--- config.mk ---
export PLATFORM = sky130hd
export DESIGN_NAME = hci_core_sink_v2
export DESIGN_NICKNAME = d
export VERILOG_FILES = /design/src/rtl/hci_core_sink_v2_pkg.sv /design/src/rtl/hci_core_sink_addrgen_2d.sv /design/src/rtl/hwpe_stream_fifo.sv /design/src/rtl/hci_core_sink_v2.sv
export SDC_FILE = /design/constraint.sdc
export NUM_CORES = 1
export LEC_CHECK = 0
export ABC_AREA = 1
export BUFFER_PORTS_ARGS = -buffer_cell sky130_fd_sc_hd__buf_2
export CAP_MARGIN = 0
export CORE_MARGIN = 2
export CORE_UTILIZATION = 53
export CTS_CLUSTER_DIAMETER = 60
export CTS_CLUSTER_SIZE = 8
export DETAILED_ROUTE_END_ITERATION = 8
export GPL_TIMING_DRIVEN = 0
export PLACE_DENSITY = 0.77
export REMOVE_ABC_BUFFERS = 1
export SYNTH_ARGS = -nofsm -noshare
export SYNTH_HDL_FRONTEND = slang
export SYNTH_SLANG_ARGS = --single-unit
--- constraint.sdc ---
create_clock -name clk_i -period 3 [get_ports clk_i]
set_clock_uncertainty 0.15 [all_clocks]
set_input_delay 0.3 -clock clk_i [delete_from_list [all_inputs] [get_ports clk_i]]
set_output_delay 0.3 -clock clk_i [all_outputs]
set_load 0.01 [all_outputs]
--- src/rtl/hci_core_sink_v2_pkg.sv ---
// Shared types for the HCI v2 write streamer and its address generator.
// No logic: state encoding and a width helper only.
// No backpressure: no logic here.
package hci_core_sink_v2_pkg;

    typedef enum logic [1:0] {
        IDLE    = 2'd0,
        WORKING = 2'd1,
        DRAIN   = 2'd2
    } hci_sink_v2_state_e;

    function automatic int unsigned byte_off_bits(input int unsigned data_width);
        return $clog2(data_width / 8);
    endfunction

endpackage

--- src/rtl/hci_core_sink_addrgen_2d.sv ---
// 2D address generator: base + i*d0_stride + j*d1_stride, one address per accepted push.
// Latency: first address valid the cycle after start.
// Backpressure: holds addr_dat/addr_last while addr_rdy is low; enable low freezes it.
module hci_core_sink_addrgen_2d #(
    parameter int unsigned ADDR_WIDTH = 32,
    parameter int unsigned TRANS_CNT  = 16
) (
    input  logic                  clk_i,
    input  logic                  rst_ni,
    input  logic                  clear,
    input  logic                  enable,
    input  logic                  start,
    input  logic [ADDR_WIDTH-1:0] base,
    input  logic [TRANS_CNT-1:0]  tot_len,
    input  logic [TRANS_CNT-1:0]  d0_len,
    input  logic [ADDR_WIDTH-1:0] d0_stride,
    input  logic [ADDR_WIDTH-1:0] d1_stride,
    output logic                  addr_vld,
    input  logic                  addr_rdy,
    output logic [ADDR_WIDTH-1:0] addr_dat,
    output logic                  addr_last
);

    logic                  active;
    logic [TRANS_CNT-1:0]  idx;
    logic [TRANS_CNT-1:0]  col;
    logic [ADDR_WIDTH-1:0] row_off;
    logic [ADDR_WIDTH-1:0] col_off;
    logic [TRANS_CNT-1:0]  d0_eff;
    logic                  row_end;
    logic                  fire;

    // A zero row length behaves as a one-word row so the walk always advances.
    assign d0_eff    = (d0_len == '0) ? TRANS_CNT'(1) : d0_len;
    assign row_end   = (col == d0_eff - TRANS_CNT'(1));
    assign addr_last = (idx == tot_len - TRANS_CNT'(1));
    assign addr_vld  = active;
    assign addr_dat  = base + row_off + col_off;
    assign fire      = active & addr_rdy & enable;

    always_ff @(posedge clk_i) begin
        if (!rst_ni) begin
            active  <= 1'b0;
            idx     <= '0;
            col     <= '0;
            row_off <= '0;
            col_off <= '0;
        end else if (clear) begin
            active  <= 1'b0;
            idx     <= '0;
            col     <= '0;
            row_off <= '0;
            col_off <= '0;
        end else if (enable) begin
            if (start) begin
                active  <= 1'b1;
                idx     <= '0;
                col     <= '0;
                row_off <= '0;
                col_off <= '0;
            end else if (fire) begin
                if (addr_last) begin
                    active <= 1'b0;
                end else begin
                    idx <= idx + TRANS_CNT'(1);
                    if (row_end) begin
                        col     <= '0;
                        col_off <= '0;
                        row_off <= row_off + d1_stride;
                    end else begin
                        col     <= col + TRANS_CNT'(1);
                        col_off <= col_off + d0_stride;
                    end
                end
            end
        end
    end

endmodule

--- src/rtl/hwpe_stream_fifo.sv ---
// Generic synchronous FIFO, power-of-two depth, registered storage.
// Latency: one cycle from push to pop_vld.
// Backpressure: push_rdy drops when full unless a pop happens in the same cycle.
module hwpe_stream_fifo #(
    parameter int unsigned DATA_WIDTH = 32,
    parameter int unsigned FIFO_DEPTH = 2
) (
    input  logic                  clk_i,
    input  logic                  rst_ni,
    input  logic                  clear,
    input  logic                  push_vld,
    output logic                  push_rdy,
    input  logic [DATA_WIDTH-1:0] push_dat,
    output logic                  pop_vld,
    input  logic                  pop_rdy,
    output logic [DATA_WIDTH-1:0] pop_dat
);

    localparam int unsigned PW = $clog2(FIFO_DEPTH);
    localparam logic [PW:0] FULL_CNT = (PW + 1)'(FIFO_DEPTH);

    logic [DATA_WIDTH-1:0] mem [FIFO_DEPTH];
    logic [PW-1:0]         wr_ptr;
    logic [PW-1:0]         rd_ptr;
    logic [PW:0]           fill;
    logic                  push_fire;
    logic                  pop_fire;

    assign pop_vld   = (fill != '0);
    assign push_rdy  = (fill != FULL_CNT) | pop_rdy;
    assign push_fire = push_vld & push_rdy;
    assign pop_fire  = pop_vld & pop_rdy;
    assign pop_dat   = mem[rd_ptr];

    always_ff @(posedge clk_i) begin
        if (!rst_ni) begin
            wr_ptr <= '0;
            rd_ptr <= '0;
            fill   <= '0;
        end else if (clear) begin
            wr_ptr <= '0;
            rd_ptr <= '0;
            fill   <= '0;
        end else begin
            if (push_fire) wr_ptr <= wr_ptr + PW'(1);
            if (pop_fire)  rd_ptr <= rd_ptr + PW'(1);
            case ({push_fire, pop_fire})
                2'b10:   fill <= fill + (PW + 1)'(1);
                2'b01:   fill <= fill - (PW + 1)'(1);
                default: fill <= fill;
            endcase
        end
    end

    always_ff @(posedge clk_i) begin
        if (push_fire) mem[wr_ptr] <= push_dat;
    end

endmodule

--- src/rtl/hci_core_sink_v2.sv ---
// Stream-to-TCDM write streamer with 2D addressing and sub-word byte realignment.
// Latency: first request two cycles after start (addrgen register + address FIFO).
// Backpressure: stream beat accepted only on req & gnt; address FIFO stalls the addrgen.
module hci_core_sink_v2
    import hci_core_sink_v2_pkg::*;
#(
    parameter int unsigned DATA_WIDTH      = 32,
    parameter int unsigned ADDR_WIDTH      = 32,
    parameter int unsigned ADDR_FIFO_DEPTH = 2,
    parameter int unsigned TRANS_CNT       = 16,
    parameter bit          MISALIGNED      = 1'b1
) (
    input  logic                    clk_i,
    input  logic                    rst_ni,
    input  logic                    clear_i,
    input  logic                    enable_i,
    input  logic                    start_i,
    input  logic [ADDR_WIDTH-1:0]   base_addr_i,
    input  logic [TRANS_CNT-1:0]    tot_len_i,
    input  logic [TRANS_CNT-1:0]    d0_len_i,
    input  logic [ADDR_WIDTH-1:0]   d0_stride_i,
    input  logic [ADDR_WIDTH-1:0]   d1_stride_i,
    input  logic                    stream_valid_i,
    output logic                    stream_ready_o,
    input  logic [DATA_WIDTH-1:0]   stream_data_i,
    input  logic [DATA_WIDTH/8-1:0] stream_strb_i,
    output logic                    tcdm_req_o,
    input  logic                    tcdm_gnt_i,
    output logic [ADDR_WIDTH-1:0]   tcdm_add_o,
    output logic                    tcdm_wen_o,
    output logic [DATA_WIDTH/8-1:0] tcdm_be_o,
    output logic [DATA_WIDTH-1:0]   tcdm_data_o,
    output logic                    ready_start_o,
    output logic                    busy_o,
    output logic                    done_o,
    output logic [TRANS_CNT-1:0]    cnt_o
);

    localparam int unsigned OFF_W = byte_off_bits(DATA_WIDTH);

    typedef struct packed {
        logic [ADDR_WIDTH-1:0] base;
        logic [TRANS_CNT-1:0]  tot_len;
        logic [TRANS_CNT-1:0]  d0_len;
        logic [ADDR_WIDTH-1:0] d0_stride;
        logic [ADDR_WIDTH-1:0] d1_stride;
    } hci_sink_v2_ctrl_t;

    hci_sink_v2_state_e    state;
    hci_sink_v2_ctrl_t     ctrl_q;
    hci_sink_v2_ctrl_t     ctrl_in;
    logic [TRANS_CNT-1:0]  cnt;
    logic                  done_q;

    logic                  busy;
    logic                  start_acc;
    logic                  req;
    logic                  hs;
    logic                  ag_vld;
    logic                  ag_rdy;
    logic                  ag_last;
    logic [ADDR_WIDTH-1:0] ag_addr;
    logic                  fifo_vld;
    logic [ADDR_WIDTH-1:0] fifo_addr;
    logic [OFF_W-1:0]      offset;

    always_comb begin
        ctrl_in           = '0;
        ctrl_in.base      = base_addr_i;
        ctrl_in.tot_len   = tot_len_i;
        ctrl_in.d0_len    = d0_len_i;
        ctrl_in.d0_stride = d0_stride_i;
        ctrl_in.d1_stride = d1_stride_i;
    end

    assign busy      = (state != IDLE);
    assign start_acc = (state == IDLE) & start_i & enable_i & ~clear_i;

    // Request depends only on registered FIFO state and stream/enable inputs, never on gnt.
    assign req = busy & enable_i & stream_valid_i & fifo_vld;
    assign hs  = req & tcdm_gnt_i;

    assign offset = MISALIGNED ? fifo_addr[OFF_W-1:0] : '0;

    assign tcdm_req_o     = req;
    assign tcdm_wen_o     = 1'b0;
    assign tcdm_add_o     = req ? {fifo_addr[ADDR_WIDTH-1:OFF_W], {OFF_W{1'b0}}} : '0;
    assign tcdm_be_o      = req ? (stream_strb_i << offset) : '0;
    assign tcdm_data_o    = req ? (stream_data_i << {offset, 3'b000}) : '0;
    assign stream_ready_o = hs;

    assign ready_start_o = ~busy;
    assign busy_o        = busy;
    assign done_o        = done_q;
    assign cnt_o         = cnt;

    hci_core_sink_addrgen_2d #(
        .ADDR_WIDTH (ADDR_WIDTH),
        .TRANS_CNT  (TRANS_CNT)
    ) i_addrgen (
        .clk_i      (clk_i),
        .rst_ni     (rst_ni),
        .clear      (clear_i),
        .enable     (enable_i),
        .start      (start_acc & (tot_len_i != '0)),
        .base       (ctrl_q.base),
        .tot_len    (ctrl_q.tot_len),
        .d0_len     (ctrl_q.d0_len),
        .d0_stride  (ctrl_q.d0_stride),
        .d1_stride  (ctrl_q.d1_stride),
        .addr_vld   (ag_vld),
        .addr_rdy   (ag_rdy),
        .addr_dat   (ag_addr),
        .addr_last  (ag_last)
    );

    hwpe_stream_fifo #(
        .DATA_WIDTH (ADDR_WIDTH),
        .FIFO_DEPTH (ADDR_FIFO_DEPTH)
    ) i_addr_fifo (
        .clk_i      (clk_i),
        .rst_ni     (rst_ni),
        .clear      (clear_i),
        .push_vld   (ag_vld & enable_i),
        .push_rdy   (ag_rdy),
        .push_dat   (ag_addr),
        .pop_vld    (fifo_vld),
        .pop_rdy    (hs),
        .pop_dat    (fifo_addr)
    );

    always_ff @(posedge clk_i) begin
        if (!rst_ni) begin
            state  <= IDLE;
            ctrl_q <= '0;
            cnt    <= '0;
            done_q <= 1'b0;
        end else if (clear_i) begin
            state  <= IDLE;
            ctrl_q <= '0;
            cnt    <= '0;
            done_q <= 1'b0;
        end else begin
            done_q <= 1'b0;
            if (enable_i) begin
                if (hs) cnt <= cnt + TRANS_CNT'(1);
                case (state)
                    IDLE: begin
                        if (start_i) begin
                            ctrl_q <= ctrl_in;
                            cnt    <= '0;
                            state  <= (tot_len_i == '0) ? DRAIN : WORKING;
                        end
                    end
                    WORKING: begin
                        if (ag_vld & ag_rdy & ag_last) state <= DRAIN;
                    end
                    DRAIN: begin
                        if (cnt == ctrl_q.tot_len) begin
                            state  <= IDLE;
                            done_q <= 1'b1;
                        end
                    end
                    default: state <= IDLE;
                endcase
            end
        end
    end

endmodule
Yosys cells after proc, flatten, opt, wreduce, memory -nomap -nowiden
Memories as Yosys holds them, arrays and structs flattened. A register that Yosys moved wholly into a read port is not among the register bits.
Cells that the tools add are included.
{"block": "classes", "n_shift": 2, "n_bitwise": 20, "n_eq_ne": 12, "mul": 0, "mux": 36, "n_div": 0, "add_sub_neg": 13, "n_reduce_logical": 17, "order_cmp": 0}
{"cell": "32-bit two-way mux", "n": 10}
{"cell": "16-bit two-way mux", "n": 11}
{"cell": "32-bit adder", "n": 4}
{"cell": "16-bit by 1-bit adder with 16-bit output, second input constant", "n": 3}
{"cell": "16-bit == test", "n": 3}
{"cell": "16-bit logical NOT", "n": 2}
{"cell": "32-bit by 5-bit left shift with 32-bit output", "n": 1}
{"cell": "16-bit by 1-bit subtractor with 16-bit output, second input constant", "n": 2}
{"cell": "16-bit nonzero test", "n": 1}
{"cell": "1-bit AND", "n": 14}
{"cell": "2-bit nonzero test", "n": 6}
{"cell": "3-bit AND reduction", "n": 3}
{"cell": "1-bit two-way mux", "n": 8}
{"cell": "2-bit two-way mux", "n": 4}
{"cell": "2-bit inequality test, second input constant", "n": 4}
{"cell": "4-bit AND reduction", "n": 2}
{"cell": "2-bit one-hot mux with 3 select lines", "n": 1}
{"cell": "1-bit NOT", "n": 5}
{"cell": "2-bit by 1-bit == test with 1-bit output, second input constant", "n": 2}
{"cell": "2-bit == test, second input constant", "n": 2}
{"cell": "4-bit two-way mux", "n": 1}
{"cell": "2-bit one-hot mux with 2 select lines", "n": 1}
{"cell": "4-bit OR reduction", "n": 1}
{"cell": "4-bit by 2-bit left shift with 4-bit output", "n": 1}
{"cell": "other kinds (7)", "n": 8}
{"block": "totals", "memories": 1, "mem_bits_ro": 0, "word_cells": 117, "latch_bits": 0, "register_bits": 248, "mem_bits_rw": 64}
{"memory": "i_addr_fifo.mem", "depth": 2, "width": 32, "rd": 1, "rd_clocked_by_memory_dff": 1, "write_ports": 1, "line_no": "hwpe_stream_fifo.sv:22", "rtl": "logic [DATA_WIDTH-1:0] mem [FIFO_DEPTH];"}

Longest topological paths before layout
{"block": "logic_depth", "depth_word": 10, "mapped_depth": 24, "depth_no_buf": 23}

Modules after synthesis
Synthesis repeated with hierarchy kept, for this count alone.
{"block": "unflattened", "cells_unflattened": 3017, "hier_area_um2": 21141.5}
{"module": "hci_core_sink_addrgen_2d", "area_per_inst_um2": 11721.2, "cells_per_inst": 1874, "n_inst": 1, "seq_area_each_um2": 1941.9}
{"module": "hci_core_sink_v2", "area_per_inst_um2": 6710.2, "cells_per_inst": 1009, "n_inst": 1, "seq_area_each_um2": 2942.8}
{"module": "hwpe_stream_fifo", "area_per_inst_um2": 2710.1, "cells_per_inst": 134, "n_inst": 1, "seq_area_each_um2": 2021.9}

Worst setup path before layout
Ideal clock, no wire load.
{"block": "synth_timing", "path_kind": "register to register", "start": "register i_addrgen.col_off[1]", "end": "memory i_addr_fifo.mem[0][21], data pin", "n_path_buf": 0, "path_slack_ps": -361, "stages_incl_launch_ff": 12, "setup_ps": 263, "required_ps": 2587, "arrival_ps": 2949, "path_cell_list": "dfxtp_1 -> fa_1 -> ha_1 -> inv_1 -> fa_1 -> o21ai_0 -> a21oi_1 -> o21ai_0 -> a21boi_0 -> o21ai_0 -> a21oi_1 -> xnor2_1"}
{"block": "synth_between", "elab_chain_len": 1}
{"item": "from (decl)", "line_no": "hci_core_sink_addrgen_2d.sv:28", "rtl": "logic [ADDR_WIDTH-1:0] col_off;"}
{"item": "from (signal assigned)", "line_no": "hci_core_sink_addrgen_2d.sv:72", "rtl": "col_off <= col_off + d0_stride;"}
{"item": "32-bit adder", "line_no": "hci_core_sink_addrgen_2d.sv:38", "rtl": "assign addr_dat = base + row_off + col_off;"}
{"item": "named net ag_addr[21]", "line_no": "hci_core_sink_v2.sv:62", "rtl": "logic [ADDR_WIDTH-1:0] ag_addr;"}
{"item": "to (decl)", "line_no": "hwpe_stream_fifo.sv:22"}
The timed path passes the listed nets, and every way through them passes these cells.

Final worst setup path
{"block": "layout_timing", "start": "register ctrl_q[97] in the netlist's numbering", "end": "memory i_addr_fifo.mem[0][19], data pin"}
{"block": "layout_between", "elab_chain_len": 2}
{"item": "from (decl)", "line_no": "hci_core_sink_v2.sv:50", "rtl": "hci_sink_v2_ctrl_t ctrl_q;"}
{"item": "from (signal assigned)", "line_no": "hci_core_sink_v2.sv:150", "rtl": "ctrl_q <= ctrl_in;"}
{"item": "32-bit adder (2 in series)", "line_no": "hci_core_sink_addrgen_2d.sv:38"}
{"item": "named net ag_addr[19]", "line_no": "hci_core_sink_v2.sv:62"}
The timed path passes the listed nets, and every way through them passes these cells.

==> summary.md <==
| Metric | Value |
|---|---|
| Yosys reg bits | 313 |
| IO Port Bufs | 257 |
| Crit-path slowest cell | fa_1 |
| I/O pin total | 261 |
| Hold Vio Cnt, Final | 0 |
| Final setup viols | 0 |
| Routed WL | 68500 µm |
| CP arrival | 3150 ps |
| Max IR drop VDD | 427 µV |
| DP Cell Count | 3419 |
| Synth Instances | 2787 |
| CTS tree | yes |
| Clock latency on the worst-skew pair | 580 ps |
| Layout net count | 3511 |
| Clock slew at reported path FFs | 50 ps |
| Fmax achieved | 0.334 GHz |
| Met3 Usage GRT | 5.86% |
| Die Height | 197 µm |
| Placeable Area | 36700 µm² |
| HP Class | in2reg |
| Fin crit period | 3000 ps |
| Vias post-DR | 20866 |
| TritonRoute pass-1 iters | 6 |
| Vias in the first global route | 19780 |
| DRT iter0 DRCs | 1620 |
| CP peak stage delay | 540 ps |
| H-tree depth | 2 |
| Routed Antenna Nets | 0 |
| Period utilisation layout | 99.9% |
| Dpl ws | -2530 ps |
| Worst setup margin | 2.43 ps |
| DR vias/cell | 5.64 |
| Root buf cell | clkbuf_16 |
| Syn_area_per_cell | 7.09 µm² |
| Buffers and inverters on the worst path | 2 |
| WL/cell | 18.5 µm |
| Initial core utilization | 53.9% |
| Global route total overflow | 0 |
| Routability cong. | 0.926 |
| Synth cell types | 48 |
| Crit Path Class | reg2reg |
| Die X | 197 µm |
| DP HPWL | 45200 µm |
| Post-synth EDFFs | 64 |
| Initial antenna violation count | 1 |
| CTS Buf Count | 47 |
| RSZ-0062 raised after global routing | true |
| Family with the most delay on the worst path | adder cells |
| Worst slew pin tran | 843 ps |
| Tot Pwr | 10.5 mW |
| Layout cell share with drive strength beyond 1 | 17.3% |
| Setup TNS | 0 ps |
| Sink Count | 313 |
| Relative slew slack | 43.6% |
| Clock tree buffer depth | 3 |
| Pwr dens | 412 nW/µm² |
| Layout Cells excl Fill | 3697 |
| Max cap viols | 0 |
| Ys Warns | 0 |
| Ys async rst share | 0% |
| CP required | 3150 ps |
| Synth Flop Type | dfxtp_1 |
| Crit start category | register |
| Num rows | 70 |
| Most Crowded Layer GR | met2 |
| Drc violations | 0 |
| Largest net degree at the start of global routing | 107 |
| Slew Viols, Final | 0 |
| GR Util met2 | 57.0% |
| WHS | 110 ps |
| Critical-path cell list | fa_1 > ha_2 > inv_2 > fa_2 > o21ai_4 > a21oi_4 > o21ai_4 > buf_6 > a21oi_4 > o21ai_2 > nand2_1 > nand2_2 > xor2_2 |
| Total Routing Usage GR | 34.0% |
| Met1 Resource Use GR | 43.9% |
| Status | finished, final reports clean |
| Worst Setup End Kind | register |
| Crit Path Max Fanout | 3 |
| First-pass GRT wire length | 104000 µm |
| LEAKAGE | 11.6 nW |
| Area delta synth->final | 28.5% |
| Die ar. | 38800 µm² |
| Filler cells | 3011 |
| Mapped Area | 19800 µm² |
| Sequential area share after synthesis | 34.9% |
[layer usage]
metal  vias to the layer above  share of wire, %
met5                         -                 0
met4                         0               3.6
met3                       153               7.6
met2                       915                46
met1                      9664                42
li1                      10134                 -
[worst paths after layout]
kind | start | to | slack (ps) | cells past startpoint
max | ctrl_q[97] | i_addr_fifo.mem[0][19] | 2 | 13
min | tcdm_gnt_i | cnt_o[1] | 110 | 3
max reg2reg | ctrl_q[97] | i_addr_fifo.mem[0][19] | 2 | 13
min reg2reg | i_addrgen.idx[10] | i_addrgen.idx[10] | 320 | 2
[synth_stat cells, types with 2 or more instances]
cell type	count	area, µm²
o211ai_1	3	22.5
fa_1	34	681
o21ai_1	17	85.1
o21ai_0	247	1240
buf_4	7	52.6
o21bai_1	7	52.6
inv_1	237	890
a211oi_1	12	90.1
clkbuf_1	77	289
inv_2	2	7.51
a21o_1	16	120
edfxtp_1	64	1920
o21a_1	6	45.0
ha_1	98	1230
and2_1	3	18.8
nor3_1	39	195
and3_1	2	12.5
a31oi_1	13	81.3
a21boi_0	2	15.0
nand4_1	56	350
nor2_1	437	1640
nor2_4	2	22.5
nand3b_1	8	60.1
buf_1	3	11.3
dfxtp_1	249	4980
buf_2	16	80.1
nor4_1	18	113
xor2_1	74	648
nand2_2	4	25.0
o221ai_1	2	17.5
a21oi_1	243	1220
or2_2	8	50.1
nand2_1	559	2100
nor2_2	4	25.0
nand3_1	146	731
xnor2_1	58	508
clkinv_1	3	11.3
[timing repair]
| action | CTS | global route |
|---|---|---|
| hold buffers | 129 | 0 |
| buffers inserted | 35 | 23 |
| setup endpoints to repair | 267 | 226 |
| gates cloned | 16 | 5 |
| endpoints found under the hold margin | 130 | 0 |
| gates resized for setup | 82 | 122 |
| pin swaps | 29 | 36 |
[placed cells by master, fill, tap and decap left out, types with 14 or more instances in the layout]
cell type	synthesis	routed
dfxtp_1	249	208
dfxtp_2	0	36
o21ai_1	17	28
a21oi_1	243	230
nand3_1	146	142
clkbuf_16	0	48
o21ai_0	247	230
nand2_1	559	540
nor4_1	18	16
nor3_1	39	39
fa_1	34	33
nor2_4	2	19
buf_4	7	50
ha_1	98	89
buf_2	16	257
inv_1	237	229
dlygate4sd3_1	0	129
edfxtp_1	64	64
nor2_1	437	417
xor2_1	74	68
nand4_1	56	57
nand2_2	4	15
clkbuf_1	77	14
a21o_1	16	16
xnor2_1	58	57
[area by class of cell]
class	instances	area, µm²	share of cell area (%)
clock inverter	5	47.5	0.187
antenna	1	2.50	0.00985
multi-input combinational	2148	12300	48.3
tap	468	586	2.31
inverter	242	943	3.71
timing repair buffer	453	3270	12.9
sequential	313	6970	27.4
timing repair inverter	3	20.0	0.0788
clock buffer	64	1280	5.04
[power by group]
group,leakage [nW],internal [mW],total (mW),switching (mW)
clock network,0.646,2.93,4.84,1.91
logic,8.32,0.499,1.20,0.700
registers,2.63,4.36,4.42,0.0637
[through the flow]
stage	instance area, µm²	utilization [%]
CTS	24800	67.5
detailed placement	21400	58.4
floorplan	19300	-
finish	25400	69.2
global route	25400	69.2
global placement	21200	57.8
[worst min-delay path, delay by kind of cell]
kind	cells	cell delay [ps]
buffers and inverters	1	100
AO/OA/AOI/OAI	1	120
AND/OR/NAND/NOR	1	250
[kinds of logic after synthesis]
group | after synthesis | share of synthesized area [%]
AND/OR/NAND/NOR | 1290 | 27.3
buffers and inverters | 345 | 6.79
flip-flops | 313 | 34.9
AO/OA/AOI/OAI | 573 | 15.4
other | 1 | 0.0190
XOR/XNOR | 133 | 5.96
adder cells (fa/ha/maj) | 132 | 9.65
[state kept, by name (all words and copies together), names as in the netlist, named ones only]
register and cells:
i_addr_fifo.fill 2, i_addr_fifo.wr_ptr 1, ctrl_q 128, state 2, i_addrgen.row_off 32, i_addr_fifo.rd_ptr 1
i_addr_fifo.mem 64, i_addrgen.idx 16, i_addrgen.col_off 32, done_o 1, i_addrgen.addr_vld 1, i_addrgen.col 16
cnt_o 16
No activity file was read; power rests on OpenSTA's default activity.
